===== src/rtl/aurora_pkg.sv =====
// Shared types, constants and helpers for the Aurora 64B/66B receive lane.
package aurora_pkg;

  localparam int unsigned ENCODED_DATA_SIZE = 66;
  localparam int unsigned AXI_DATA_SIZE     = 64;
  localparam int unsigned AXI_KEEP_SIZE     = AXI_DATA_SIZE / 8;

  localparam logic [1:0] SYNC_DATA = 2'b01;
  localparam logic [1:0] SYNC_CTRL = 2'b10;

  localparam logic [7:0] BTF_IDLE = 8'h78;
  localparam logic [7:0] BTF_SEP  = 8'h1E;
  localparam logic [7:0] BTF_SEP7 = 8'hE1;

  typedef enum logic [1:0] {HUNT, SLIP_WAIT, LOCKED} rx_lock_state_t;

  typedef struct packed {
    logic [AXI_DATA_SIZE-1:0] data;
    logic [AXI_KEEP_SIZE-1:0] keep;
    logic                     last;
  } axi_beat_t;

  // Expand byte enables into a bit mask over the data word.
  function automatic logic [AXI_DATA_SIZE-1:0] keep_mask(input logic [AXI_KEEP_SIZE-1:0] keep);
    logic [AXI_DATA_SIZE-1:0] m;
    m = '0;
    for (int i = 0; i < int'(AXI_KEEP_SIZE); i++) m[8*i +: 8] = {8{keep[i]}};
    return m;
  endfunction

  // N most-significant keep bits set, N in 1..6.
  function automatic logic [AXI_KEEP_SIZE-1:0] sep_keep(input logic [2:0] n);
    return AXI_KEEP_SIZE'(8'hFF << (4'd8 - 4'(n)));
  endfunction

endpackage


===== src/rtl/aurora_rx_lane_if.sv =====
// Block input and push-only AXI-stream output of one receive lane.
interface aurora_rx_lane_if;
  import aurora_pkg::*;

  logic                         enc_valid;
  logic [ENCODED_DATA_SIZE-1:0] encoded_data;
  logic                         axi_valid;
  logic                         axi_last;
  logic [AXI_KEEP_SIZE-1:0]     axi_keep;
  logic [AXI_DATA_SIZE-1:0]     axi_data;

  // master: block source / stream sink; slave: the receive lane itself
  modport master (output enc_valid, encoded_data,
                  input  axi_valid, axi_last, axi_keep, axi_data);
  modport slave  (input  enc_valid, encoded_data,
                  output axi_valid, axi_last, axi_keep, axi_data);
endinterface


===== src/rtl/aurora_rx_block_lock.sv =====
// Sync-header block lock: hunt with gearbox slip, then windowed bad-header monitor.
module aurora_rx_block_lock
  import aurora_pkg::*;
#(
  parameter int unsigned LOCK_GOOD_CNT = 64,
  parameter int unsigned SLIP_WAIT     = 32,
  parameter int unsigned BAD_WIN       = 64,
  parameter int unsigned BAD_MAX       = 16
) (
  input  logic       clk,
  input  logic       rst,
  input  logic       enc_valid,
  input  logic [1:0] sync_hdr,
  output logic       rx_slip,
  output logic       simplex_aligned,
  output logic       lock_drop_c
);

  localparam int unsigned GW = $clog2(LOCK_GOOD_CNT + 1);
  localparam int unsigned WW = $clog2(SLIP_WAIT + 1);
  localparam int unsigned BW = $clog2(BAD_WIN + 1);
  localparam int unsigned MW = $clog2(BAD_MAX + 1);

  rx_lock_state_t state_q, state_d;
  logic [GW-1:0]  good_cnt_q, good_cnt_d;
  logic [WW-1:0]  wait_cnt_q, wait_cnt_d;
  logic [BW-1:0]  blk_cnt_q, blk_cnt_d;
  logic [MW-1:0]  bad_cnt_q, bad_cnt_d;
  logic           slip_q, slip_d;
  logic           aligned_q, aligned_d;
  logic           hdr_ok;

  assign hdr_ok = (sync_hdr == SYNC_DATA) || (sync_hdr == SYNC_CTRL);

  always_comb begin
    state_d     = state_q;
    good_cnt_d  = good_cnt_q;
    wait_cnt_d  = wait_cnt_q;
    blk_cnt_d   = blk_cnt_q;
    bad_cnt_d   = bad_cnt_q;
    slip_d      = 1'b0;
    aligned_d   = aligned_q;
    lock_drop_c = 1'b0;
    unique case (state_q)
      HUNT: if (enc_valid) begin
        if (!hdr_ok) begin
          slip_d     = 1'b1;
          good_cnt_d = '0;
          wait_cnt_d = '0;
          state_d    = aurora_pkg::SLIP_WAIT;
        end else if (good_cnt_q == GW'(LOCK_GOOD_CNT - 1)) begin
          good_cnt_d = '0;
          blk_cnt_d  = '0;
          bad_cnt_d  = '0;
          aligned_d  = 1'b1;
          state_d    = LOCKED;
        end else begin
          good_cnt_d = good_cnt_q + GW'(1);
        end
      end
      // Gearbox settling time counts raw clocks, not blocks.
      aurora_pkg::SLIP_WAIT: begin
        if (wait_cnt_q == WW'(SLIP_WAIT - 1)) begin
          wait_cnt_d = '0;
          state_d    = HUNT;
        end else begin
          wait_cnt_d = wait_cnt_q + WW'(1);
        end
      end
      LOCKED: if (enc_valid) begin
        if (!hdr_ok && (bad_cnt_q == MW'(BAD_MAX - 1))) begin
          lock_drop_c = 1'b1;
          aligned_d   = 1'b0;
          good_cnt_d  = '0;
          blk_cnt_d   = '0;
          bad_cnt_d   = '0;
          state_d     = HUNT;
        end else if (blk_cnt_q == BW'(BAD_WIN - 1)) begin
          blk_cnt_d = '0;
          bad_cnt_d = '0;
        end else begin
          blk_cnt_d = blk_cnt_q + BW'(1);
          if (!hdr_ok) bad_cnt_d = bad_cnt_q + MW'(1);
        end
      end
      default: state_d = HUNT;
    endcase
  end

  always_ff @(posedge clk) begin
    if (rst) begin
      state_q    <= HUNT;
      good_cnt_q <= '0;
      wait_cnt_q <= '0;
      blk_cnt_q  <= '0;
      bad_cnt_q  <= '0;
      slip_q     <= 1'b0;
      aligned_q  <= 1'b0;
    end else begin
      state_q    <= state_d;
      good_cnt_q <= good_cnt_d;
      wait_cnt_q <= wait_cnt_d;
      blk_cnt_q  <= blk_cnt_d;
      bad_cnt_q  <= bad_cnt_d;
      slip_q     <= slip_d;
      aligned_q  <= aligned_d;
    end
  end

  assign rx_slip         = slip_q;
  assign simplex_aligned = aligned_q;

endmodule


===== src/rtl/aurora_rx_lane.sv =====
// Aurora simplex RX lane: block lock, idle-based verification and deframing to AXI-stream.
module aurora_rx_lane
  import aurora_pkg::*;
#(
  parameter int unsigned LOCK_GOOD_CNT = 64,
  parameter int unsigned SLIP_WAIT     = 32,
  parameter int unsigned BAD_WIN       = 64,
  parameter int unsigned BAD_MAX       = 16,
  parameter int unsigned VERIFY_IDLES  = 64
) (
  input  logic             clk,
  input  logic             rst,
  aurora_rx_lane_if.slave  lane,
  output logic             rx_slip,
  output logic             simplex_aligned,
  output logic             simplex_verified,
  output logic             rx_frame_err
);

  localparam int unsigned VW = $clog2(VERIFY_IDLES + 1);

  logic [1:0]               sync_hdr;
  logic [7:0]               btype;
  logic [7:0]               byte1;
  logic                     lock_drop_c;
  logic                     idle_ready;

  logic [VW-1:0]            idle_cnt_q, idle_cnt_d;
  logic                     verified_q, verified_d;
  logic                     hold_vld_q, hold_vld_d;
  logic [AXI_DATA_SIZE-1:0] hold_data_q, hold_data_d;
  logic                     skid_vld_q, skid_vld_d;
  axi_beat_t                skid_q, skid_d;
  logic                     out_vld_q, out_vld_d;
  axi_beat_t                out_q, out_d;
  logic                     frame_err_q, frame_err_d;

  logic                     emit_held, held_last, sep_vld;
  axi_beat_t                held_beat, sep_beat, first_beat;

  assign sync_hdr   = lane.encoded_data[65:64];
  assign btype      = lane.encoded_data[63:56];
  assign byte1      = lane.encoded_data[55:48];
  assign idle_ready = (sync_hdr == SYNC_CTRL) && (btype == BTF_IDLE) && !byte1[7];

  aurora_rx_block_lock #(
    .LOCK_GOOD_CNT (LOCK_GOOD_CNT),
    .SLIP_WAIT     (SLIP_WAIT),
    .BAD_WIN       (BAD_WIN),
    .BAD_MAX       (BAD_MAX)
  ) u_block_lock (
    .clk             (clk),
    .rst             (rst),
    .enc_valid       (lane.enc_valid),
    .sync_hdr        (sync_hdr),
    .rx_slip         (rx_slip),
    .simplex_aligned (simplex_aligned),
    .lock_drop_c     (lock_drop_c)
  );

  always_comb begin
    idle_cnt_d  = idle_cnt_q;
    verified_d  = verified_q;
    hold_vld_d  = hold_vld_q;
    hold_data_d = hold_data_q;
    skid_vld_d  = 1'b0;
    skid_d      = skid_q;
    out_vld_d   = 1'b0;
    out_d       = '0;
    frame_err_d = 1'b0;
    emit_held   = 1'b0;
    held_last   = 1'b0;
    sep_vld     = 1'b0;
    sep_beat    = '0;
    held_beat   = '0;
    first_beat  = '0;

    if (lane.enc_valid) begin
      // Verification: count back-to-back ready idles; sticky until lock loss.
      if (lock_drop_c) begin
        idle_cnt_d = '0;
        verified_d = 1'b0;
      end else if (simplex_aligned && !verified_q) begin
        if (idle_ready) begin
          idle_cnt_d = idle_cnt_q + VW'(1);
          if (idle_cnt_q == VW'(VERIFY_IDLES - 1)) verified_d = 1'b1;
        end else begin
          idle_cnt_d = '0;
        end
      end

      if (verified_q) begin
        if (sync_hdr == SYNC_DATA) begin
          emit_held   = hold_vld_q;
          hold_vld_d  = 1'b1;
          hold_data_d = lane.encoded_data[63:0];
        end else if (sync_hdr == SYNC_CTRL) begin
          case (btype)
            BTF_IDLE: hold_vld_d = hold_vld_q;
            BTF_SEP: begin
              hold_vld_d = 1'b0;
              if (byte1 == 8'd0) begin
                emit_held = hold_vld_q;
                held_last = 1'b1;
              end else if (byte1 <= 8'd6) begin
                emit_held     = hold_vld_q;
                sep_vld       = 1'b1;
                sep_beat.keep = sep_keep(byte1[2:0]);
                sep_beat.data = {lane.encoded_data[47:0], 16'h0000} & keep_mask(sep_keep(byte1[2:0]));
                sep_beat.last = 1'b1;
              end else begin
                frame_err_d = 1'b1;
              end
            end
            BTF_SEP7: begin
              hold_vld_d    = 1'b0;
              emit_held     = hold_vld_q;
              sep_vld       = 1'b1;
              sep_beat.keep = 8'hFE;
              sep_beat.data = {lane.encoded_data[55:0], 8'h00};
              sep_beat.last = 1'b1;
            end
            default: begin
              hold_vld_d  = 1'b0;
              frame_err_d = 1'b1;
            end
          endcase
        end else begin
          // Corrupt header (including the one that drops lock) kills an open frame.
          hold_vld_d  = 1'b0;
          frame_err_d = hold_vld_q;
        end
      end
    end

    held_beat.data = hold_data_q;
    held_beat.keep = 8'hFF;
    held_beat.last = held_last;
    first_beat     = emit_held ? held_beat : sep_beat;

    // At most two beats per block; a pending skid beat always goes out first.
    if (skid_vld_q) begin
      out_vld_d  = 1'b1;
      out_d      = skid_q;
      skid_vld_d = emit_held | sep_vld;
      skid_d     = first_beat;
    end else begin
      out_vld_d  = emit_held | sep_vld;
      out_d      = first_beat;
      skid_vld_d = emit_held & sep_vld;
      skid_d     = sep_beat;
    end
  end

  always_ff @(posedge clk) begin
    if (rst) begin
      idle_cnt_q  <= '0;
      verified_q  <= 1'b0;
      hold_vld_q  <= 1'b0;
      hold_data_q <= '0;
      skid_vld_q  <= 1'b0;
      skid_q      <= '0;
      out_vld_q   <= 1'b0;
      out_q       <= '0;
      frame_err_q <= 1'b0;
    end else begin
      idle_cnt_q  <= idle_cnt_d;
      verified_q  <= verified_d;
      hold_vld_q  <= hold_vld_d;
      hold_data_q <= hold_data_d;
      skid_vld_q  <= skid_vld_d;
      skid_q      <= skid_d;
      out_vld_q   <= out_vld_d;
      out_q       <= out_d;
      frame_err_q <= frame_err_d;
    end
  end

  assign lane.axi_valid   = out_vld_q;
  assign lane.axi_last    = out_q.last;
  assign lane.axi_keep    = out_q.keep;
  assign lane.axi_data    = out_q.data;
  assign simplex_verified = verified_q;
  assign rx_frame_err     = frame_err_q;

endmodule

===== src/flat_wrapper.sv =====
// flat-port wrapper written by rule: the top's interface ports become plain ports
module aurora_rx_lane_flat import aurora_pkg::*;
#(
  parameter int unsigned LOCK_GOOD_CNT = 64,
  parameter int unsigned SLIP_WAIT     = 32,
  parameter int unsigned BAD_WIN       = 64,
  parameter int unsigned BAD_MAX       = 16,
  parameter int unsigned VERIFY_IDLES  = 64
)
  (clk, rst, rx_slip, simplex_aligned, simplex_verified, rx_frame_err, lane_enc_valid, lane_encoded_data, lane_axi_valid, lane_axi_last, lane_axi_keep, lane_axi_data);
  aurora_rx_lane_if lane_i ();
  input  logic clk;
  input  logic rst;
  output logic rx_slip;
  output logic simplex_aligned;
  output logic simplex_verified;
  output logic rx_frame_err;
  input wire logic [$bits(lane_i.enc_valid)-1:0] lane_enc_valid;
  input wire logic [$bits(lane_i.encoded_data)-1:0] lane_encoded_data;
  output wire logic [$bits(lane_i.axi_valid)-1:0] lane_axi_valid;
  output wire logic [$bits(lane_i.axi_last)-1:0] lane_axi_last;
  output wire logic [$bits(lane_i.axi_keep)-1:0] lane_axi_keep;
  output wire logic [$bits(lane_i.axi_data)-1:0] lane_axi_data;
  assign lane_i.enc_valid = lane_enc_valid;
  assign lane_i.encoded_data = lane_encoded_data;
  assign lane_axi_valid = lane_i.axi_valid;
  assign lane_axi_last = lane_i.axi_last;
  assign lane_axi_keep = lane_i.axi_keep;
  assign lane_axi_data = lane_i.axi_data;
  aurora_rx_lane #(.LOCK_GOOD_CNT(LOCK_GOOD_CNT), .SLIP_WAIT(SLIP_WAIT), .BAD_WIN(BAD_WIN), .BAD_MAX(BAD_MAX), .VERIFY_IDLES(VERIFY_IDLES)) u_core (.clk(clk), .rst(rst), .lane(lane_i), .rx_slip(rx_slip), .simplex_aligned(simplex_aligned), .simplex_verified(simplex_verified), .rx_frame_err(rx_frame_err));
endmodule

===== config.mk =====
export PLATFORM = sky130hd
export DESIGN_NAME = aurora_rx_lane_flat
export DESIGN_NICKNAME = d
export VERILOG_FILES = /design/src/rtl/aurora_pkg.sv /design/src/rtl/aurora_rx_lane_if.sv /design/src/rtl/aurora_rx_block_lock.sv /design/src/rtl/aurora_rx_lane.sv /design/src/flat_wrapper.sv
export SDC_FILE = /design/constraint.sdc
export NUM_CORES = 1
export LEC_CHECK = 0
export BUFFER_PORTS_ARGS = -buffer_cell sky130_fd_sc_hd__buf_2
export CAP_MARGIN = 10
export CORE_MARGIN = 5
export CORE_UTILIZATION = 57
export DETAILED_ROUTE_END_ITERATION = 12
export PLACE_DENSITY = 0.78
export SYNTH_ARGS = -nofsm -noshare
export SYNTH_HDL_FRONTEND = slang
export SYNTH_HIERARCHICAL = 1
export SYNTH_SLANG_ARGS = --single-unit

===== constraint.sdc =====
create_clock -name clk -period 2.9 [get_ports clk]
set_clock_uncertainty 0.05 [all_clocks]
set_input_delay 0.725 -clock clk [delete_from_list [all_inputs] [get_ports clk]]
set_output_delay 0.725 -clock clk [all_outputs]
set_load 0.01 [all_outputs]

Yosys cells after proc, flatten, opt, wreduce, memory -nomap -nowiden
Index checks and enable logic that the tools add are counted.
Storage, ports and cells
  bits of input ports: 69
  bits in registers: 251
  logic and storage cells: 172
  output and inout bits: 78
Operators by class
  add/subtract/negate cells: 6
  reduce and logical (&&, ||, !) cells: 28
  multiplexer cells: 88
  eq/ne operators: 22
  magnitude comparators: 1
  bitwise gates (word level): 6
  shifts and indexed selects: 1
Operators by type and width (number)
  73-bit 2-to-1 mux: 9
  73-bit case mux with 2 select lines: 1
  7-bit 2-to-1 mux: 14
  64-bit bitwise AND: 1
  1-bit 2-to-1 mux: 39
  5-bit 2-to-1 mux: 7
  7-bit case mux with 2 select lines: 2
  7-bit by 1-bit adder with 7-bit output, second input constant: 3
  7-bit by 6-bit equality test with 1-bit output, second input constant: 3
  6-bit 2-to-1 mux: 3
  2-bit inequality test, second input constant: 7
  2-bit 2-to-1 mux: 6
  6-bit case mux with 2 select lines: 1
  6-bit AND reduction: 2
  5-bit case mux with 2 select lines: 1
  5-bit AND reduction: 2
  2-bit nonzero test: 5
  3-bit AND reduction: 3
  8-bit by 5-bit equality test with 1-bit output, second input constant: 1
  8-bit by 7-bit equality test with 1-bit output, second input constant: 1
  8-bit equality test, second input constant: 1
  8-bit by 3-bit less-or-equal comparator with 1-bit output, second input constant: 1
  8-bit logical NOT: 1
  1-bit case mux with 2 select lines: 4
  23 further kinds: 34

Depth between registers and ports, before layout
  word-level depth: 12
  gate-level depth with buffers: 11
  depth with buffers taken out: 11

Modules after synthesis
Netlist, hierarchy kept.
Modules (own cells, without submodules)
  aurora_rx_lane: seq. area each 4444.3 µm², area each 8952.3 µm², cells each 1057, times used 1
  aurora_rx_block_lock: seq. area each 580.6 µm², area each 1515.2 µm², cells each 187, times used 1

Least setup slack after synthesis
Ideal clock, no wire load.
  path type: input to register
  from: input lane_encoded_data[65]
  to: register u_core.idle_cnt_q[5]
  cell stages on the path: 8
  data required time: 2.780 ns
  library setup time: 0.070 ns
  slack: 0.333 ns
  data arrival time: 2.447 ns
  cells stage by stage: xnor2_2 nand2_1 a21o_1 nor2_1 o21a_1 nand4_1 or3_1 a21oi_1
Between the ends
  word-level cells in the longest chain between the ends: 9
RTL lines
  from (decl): RTL line flat_wrapper.sv:19  | input wire logic [$bits(lane_i.encoded_data)-1:0] lane_encoded_data;
  2-bit by 1-bit equality test with 1-bit output / 2-bit equality test (equally long branches): RTL line aurora_rx_block_lock.sv:33  | assign hdr_ok = (sync_hdr == SYNC_DATA) || (sync_hdr == SYNC_CTRL);
  1-bit logical OR (*): RTL line aurora_rx_block_lock.sv:33
  1-bit logical NOT (*)
  1-bit logical AND (*): RTL line aurora_rx_block_lock.sv:71  | if (!hdr_ok && (bad_cnt_q == MW'(BAD_MAX - 1))) begin
  1-bit 2-to-1 mux (*): RTL line aurora_rx_block_lock.sv:71
  1-bit 2-to-1 mux (*): RTL line aurora_rx_block_lock.sv:70  | LOCKED: if (enc_valid) begin
  1-bit 2-to-1 mux (*): RTL line aurora_rx_block_lock.sv:44  | unique case (state_q)
  net u_core.lock_drop_c: RTL line aurora_rx_lane.sv:25  | logic lock_drop_c;
  2-bit nonzero test (no source line)
  2-bit AND reduction (no source line)
  to (signal assigned): RTL line aurora_rx_lane.sv:167  | idle_cnt_q <= idle_cnt_d;
  to (decl): RTL line aurora_rx_lane.sv:28  | logic [VW-1:0] idle_cnt_q, idle_cnt_d;
The timed path passes the listed nets; every way through them passes the cells marked *. The select of a mux whose other input is x is not followed.
A chain may end at the register's enable or synchronous reset.

Final worst setup path
  from: register u_core.u_block_lock.bad_cnt_q[0]
  to: register u_core.idle_cnt_q[5]
Between the ends
  word-level cells in the longest chain between the ends: 7
RTL lines
  from (decl): RTL line aurora_rx_block_lock.sv:28  | logic [MW-1:0] bad_cnt_q, bad_cnt_d;
  from (signal assigned): RTL line aurora_rx_block_lock.sv:104  | bad_cnt_q <= bad_cnt_d;
  5-bit by 4-bit equality test with 1-bit output (*): RTL line aurora_rx_block_lock.sv:71
  1-bit logical AND (*): RTL line aurora_rx_block_lock.sv:71
  1-bit 2-to-1 mux (*): RTL line aurora_rx_block_lock.sv:71
  1-bit 2-to-1 mux (*): RTL line aurora_rx_block_lock.sv:70
  1-bit 2-to-1 mux (*): RTL line aurora_rx_block_lock.sv:44
  net u_core.lock_drop_c: RTL line aurora_rx_lane.sv:25
  2-bit nonzero test (no source line)
  2-bit AND reduction (no source line)
The timed path passes the listed nets; every way through them passes the cells marked *.

==> run_results.csv <==
group,metric,value,unit
place,hpwl,19320,µm
place,post-place-ws,0.1305,ns
synth,synth_fa_ha_area_share,1.076,%
setup_path,max_stage_delay,0.38,ns
die,io-pin-count,147,
grt,grt_pass1_wl,48290,µm
place,port_buffers,146,
finish,final_common_cell,"dfxtp_1",
synth,synth_flop_cell,"dfxtp_1",
grt,grt_start_max_net_pins,195,
timing,rsz0062_at_grt,"false",
clock_tree,cts_tree,"yes",
place,dp.cells,1562,
timing,drv_slew,0,
synth,synth_top_family_by_area,"compound AO/OA/AOI/OAI gates",
timing,finalWorstSetupSlack,0.2586,ns
setup_path,critPathMaxFanout,7,
finish,final_nets,1439,
synth,synth.distinct_cells,70,
synth,synthSimpleGateAreaFrac,22.08,%
setup_path,slowest_stage,"or3_1",
routing,ant_nets,0,
finish,mostFrequentLayoutCells,"dfxtp_1, nand2_1, buf_2",
setup_path,end_kind,"flop",
synth,synth_edf_count,0,
clock_tree,postCtsSetupBuffers,0,
clock_tree,clock_latency,0.53,ns
setup_path,crit_path_frequent_cell,"ha_1",
die,core_area,18020,µm²
clock_tree,cts.root.buffer_cell,"clkbuf_16",
timing,final.setup.tns,0,ns
synth,syn_nets,1322,
timing,setup_viol,0,
routing,num_vias,9961,
setup_path,path_delay_family,"simple AND/OR/NAND/NOR gates",
die,dieArea,21170,µm²
clock_tree,cts_hold_buf,0,
synth,synth_xor_area_share,0.5738,%
routing,vias_per_cell,6.191,
synth,syn_inst,1244,
clock_tree,cts.sinks,251,
die,start_util,58.07,%
clock_tree,htreeDepth,1,
setup_path,reg2reg_setup_slack,0.26,ns
setup_path,cp.required,3.31,ns
setup_path,critPathKind,"reg2reg",
die,rows,49,
pwr,irDropWorstVdd,0.0004931,V
clock_tree,numCtsBuffers,26,
synth,synth-compound-area-share,23.55,%
setup_path,path_cells,"ha_1 -> and3_1 -> ha_1 -> nand2_1 -> a21o_1 -> nor2_1 -> o21a_1 -> nand4_1 -> or3_1 -> a21oi_1",
pwr,power,7.605,mW
die,dieWidth,145.5,µm
place,gp_congestion,0.8413,
timing,slew_headroom,41.45,%
synth,synth_top_area_share,48.00,%
grt,overflow,0,
setup_path,cp-start-kind,"flop",
synth,ys_seq_elements,251,
grt,grt_pass1_vias,9197,
die,fp.dieH,145.5,µm
finish,drive_gt1_share,18.77,%
routing,drcViolationCount,0,
synth,synth_top_area_cell,"dfxtp_1",
routing,drt_iter0_markers,1246,
clock_tree,cts_resized,0,
synth,yosys_warnings,6,
pwr,p_leak,4.598,nW
grt,antenna_found_initial,0,
run,drv_cap,0,
finish,fin_cells,1609,
outcome,status,"completed",
timing,worst_pin_slew,0.8782,ns
synth,synth.avg_cell_area,8.414,µm²
timing,whs,0.3703,ns
routing,wl_per_cell,18.66,µm
setup_path,crit_buf_inv,0,
timing,final.period_utilization,91.08,%
clock_tree,clk_transition_reported_paths,0.07,ns
timing,min_period,2.641,ns
synth,async_flop_share,0,%
routing,drt-total-wl,30030,µm
finish,n_antenna_cell,0,
timing,hold_violations,0,
synth,synth_area,10470,µm²
min_path,hold_path.class,"reg2reg",
timing,max_freq,378.6,MHz
synth,synth_area_leaders,"dfxtp_1, nand2_1, a21oi_1",
pwr,p_per_area,609.8,nW/µm²
finish,area_growth,19.14,%
synth,synthMuxAreaShare,0.09563,%
synth,ys_seq_area_share,48.00,%
grt,grt.total_usage,26.79,%
setup_path,crit_arrival,3.05,ns
routing,drt_pass1_iterations,6,
clock_tree,cts_buffer_depth,3,
registers in the layout, indices dropped and copies added (netlist names), 2 cells and up:
register,flops
u_core/idle_cnt_q,7
u_core/u_block_lock/blk_cnt_q,7
u_core/u_block_lock/bad_cnt_q,5
u_core/lane.axi_keep,8
u_core/skid_q,73
u_core/u_block_lock/wait_cnt_q,6
u_core/u_block_lock/state_q,2
u_core/hold_data_q,64
u_core/lane.axi_data,64
u_core/u_block_lock/good_cnt_q,7
through the flow:
step	cell area (µm²)	utilization (%)
2_1_floorplan	10470	-
3_3_place_gp	11460	63.56
3_5_place_dp	11460	63.56
4_1_cts	12470	69.19
5_1_grt	12470	69.19
6_report	12470	69.19
final timing paths:
kind / from / endpoint / cells after the start
worst min register to register: u_core/skid_q[59] / u_core/lane.axi_data[50] / 2
worst max register to register: u_core/u_block_lock/bad_cnt_q[0] / u_core/idle_cnt_q[5] / 10
worst max-delay path: u_core/u_block_lock/bad_cnt_q[0] / u_core/idle_cnt_q[5] / 10
worst min-delay path: u_core/skid_q[59] / u_core/lane.axi_data[50] / 2
logic make-up after synthesis:
logic type,count (synthesis)
XOR/XNOR,6
AND/OR/NAND/NOR,487
AO/OA/AOI/OAI,379
buffers and inverters,111
adder cells (fa/ha/maj),9
multiplexers,1
flip-flops,251
layer usage:
metal / global-route usage (%) / vias up / part of all wire, %
li1: - / 4687 / -
met1: 37.55 / 4626 / 41
met2: 41.49 / 583 / 46
met3: 6.291 / 65 / 11
met4: 7.789 / 0 / 2.0
met5: 0 / - / 0
worst reg2reg max path: stages (launching register included):
cell and delay (ns):
dfxtp_1 0.36, ha_1 0.20, and3_1 0.17, ha_1 0.23, nand2_1 0.09, a21o_1 0.26
nor2_1 0.28, o21a_1 0.25, nand4_1 0.18, or3_1 0.38, a21oi_1 0.14
power breakdown:
group	switching, mW	leakage [nW]	internal, mW
sequential	0.00560	2.02	3.45
combinational	0.191	2.08	0.0834
clock	1.40	0.493	2.47
total	1.60	4.60	6.01
final cells by class:
type | count | area, µm²
Timing Repair Buffer | 177 | 1070
Clock buffer | 34 | 762.0
Sequential cell | 251 | 5025
Inverter | 23 | 86.33
Fill cell | 1489 | 5554
Clock inverter | 13 | 252.7
Multi-Input combinational cell | 882 | 4989
Tap cell | 229 | 286.5
synthesized netlist by cell type (4+ instances only):
library cell	n
a21oi_1	141
a221oi_1	30
a22o_1	9
a22oi_1	83
a31oi_1	9
a32o_1	9
and2_1	15
and3_1	11
buf_2	15
buf_4	5
buf_6	4
clkbuf_1	62
dfxtp_1	251
ha_1	9
inv_1	23
nand2_1	236
nand2b_1	8
nand3_1	51
nand3b_1	8
nand4bb_1	4
nor2_1	62
nor2b_1	6
nor3_1	30
nor4_1	4
o211ai_1	10
o21a_1	5
o21ai_0	56
or2_2	4
or3_1	20
xor2_1	4
(Power assumes the default switching activity.)
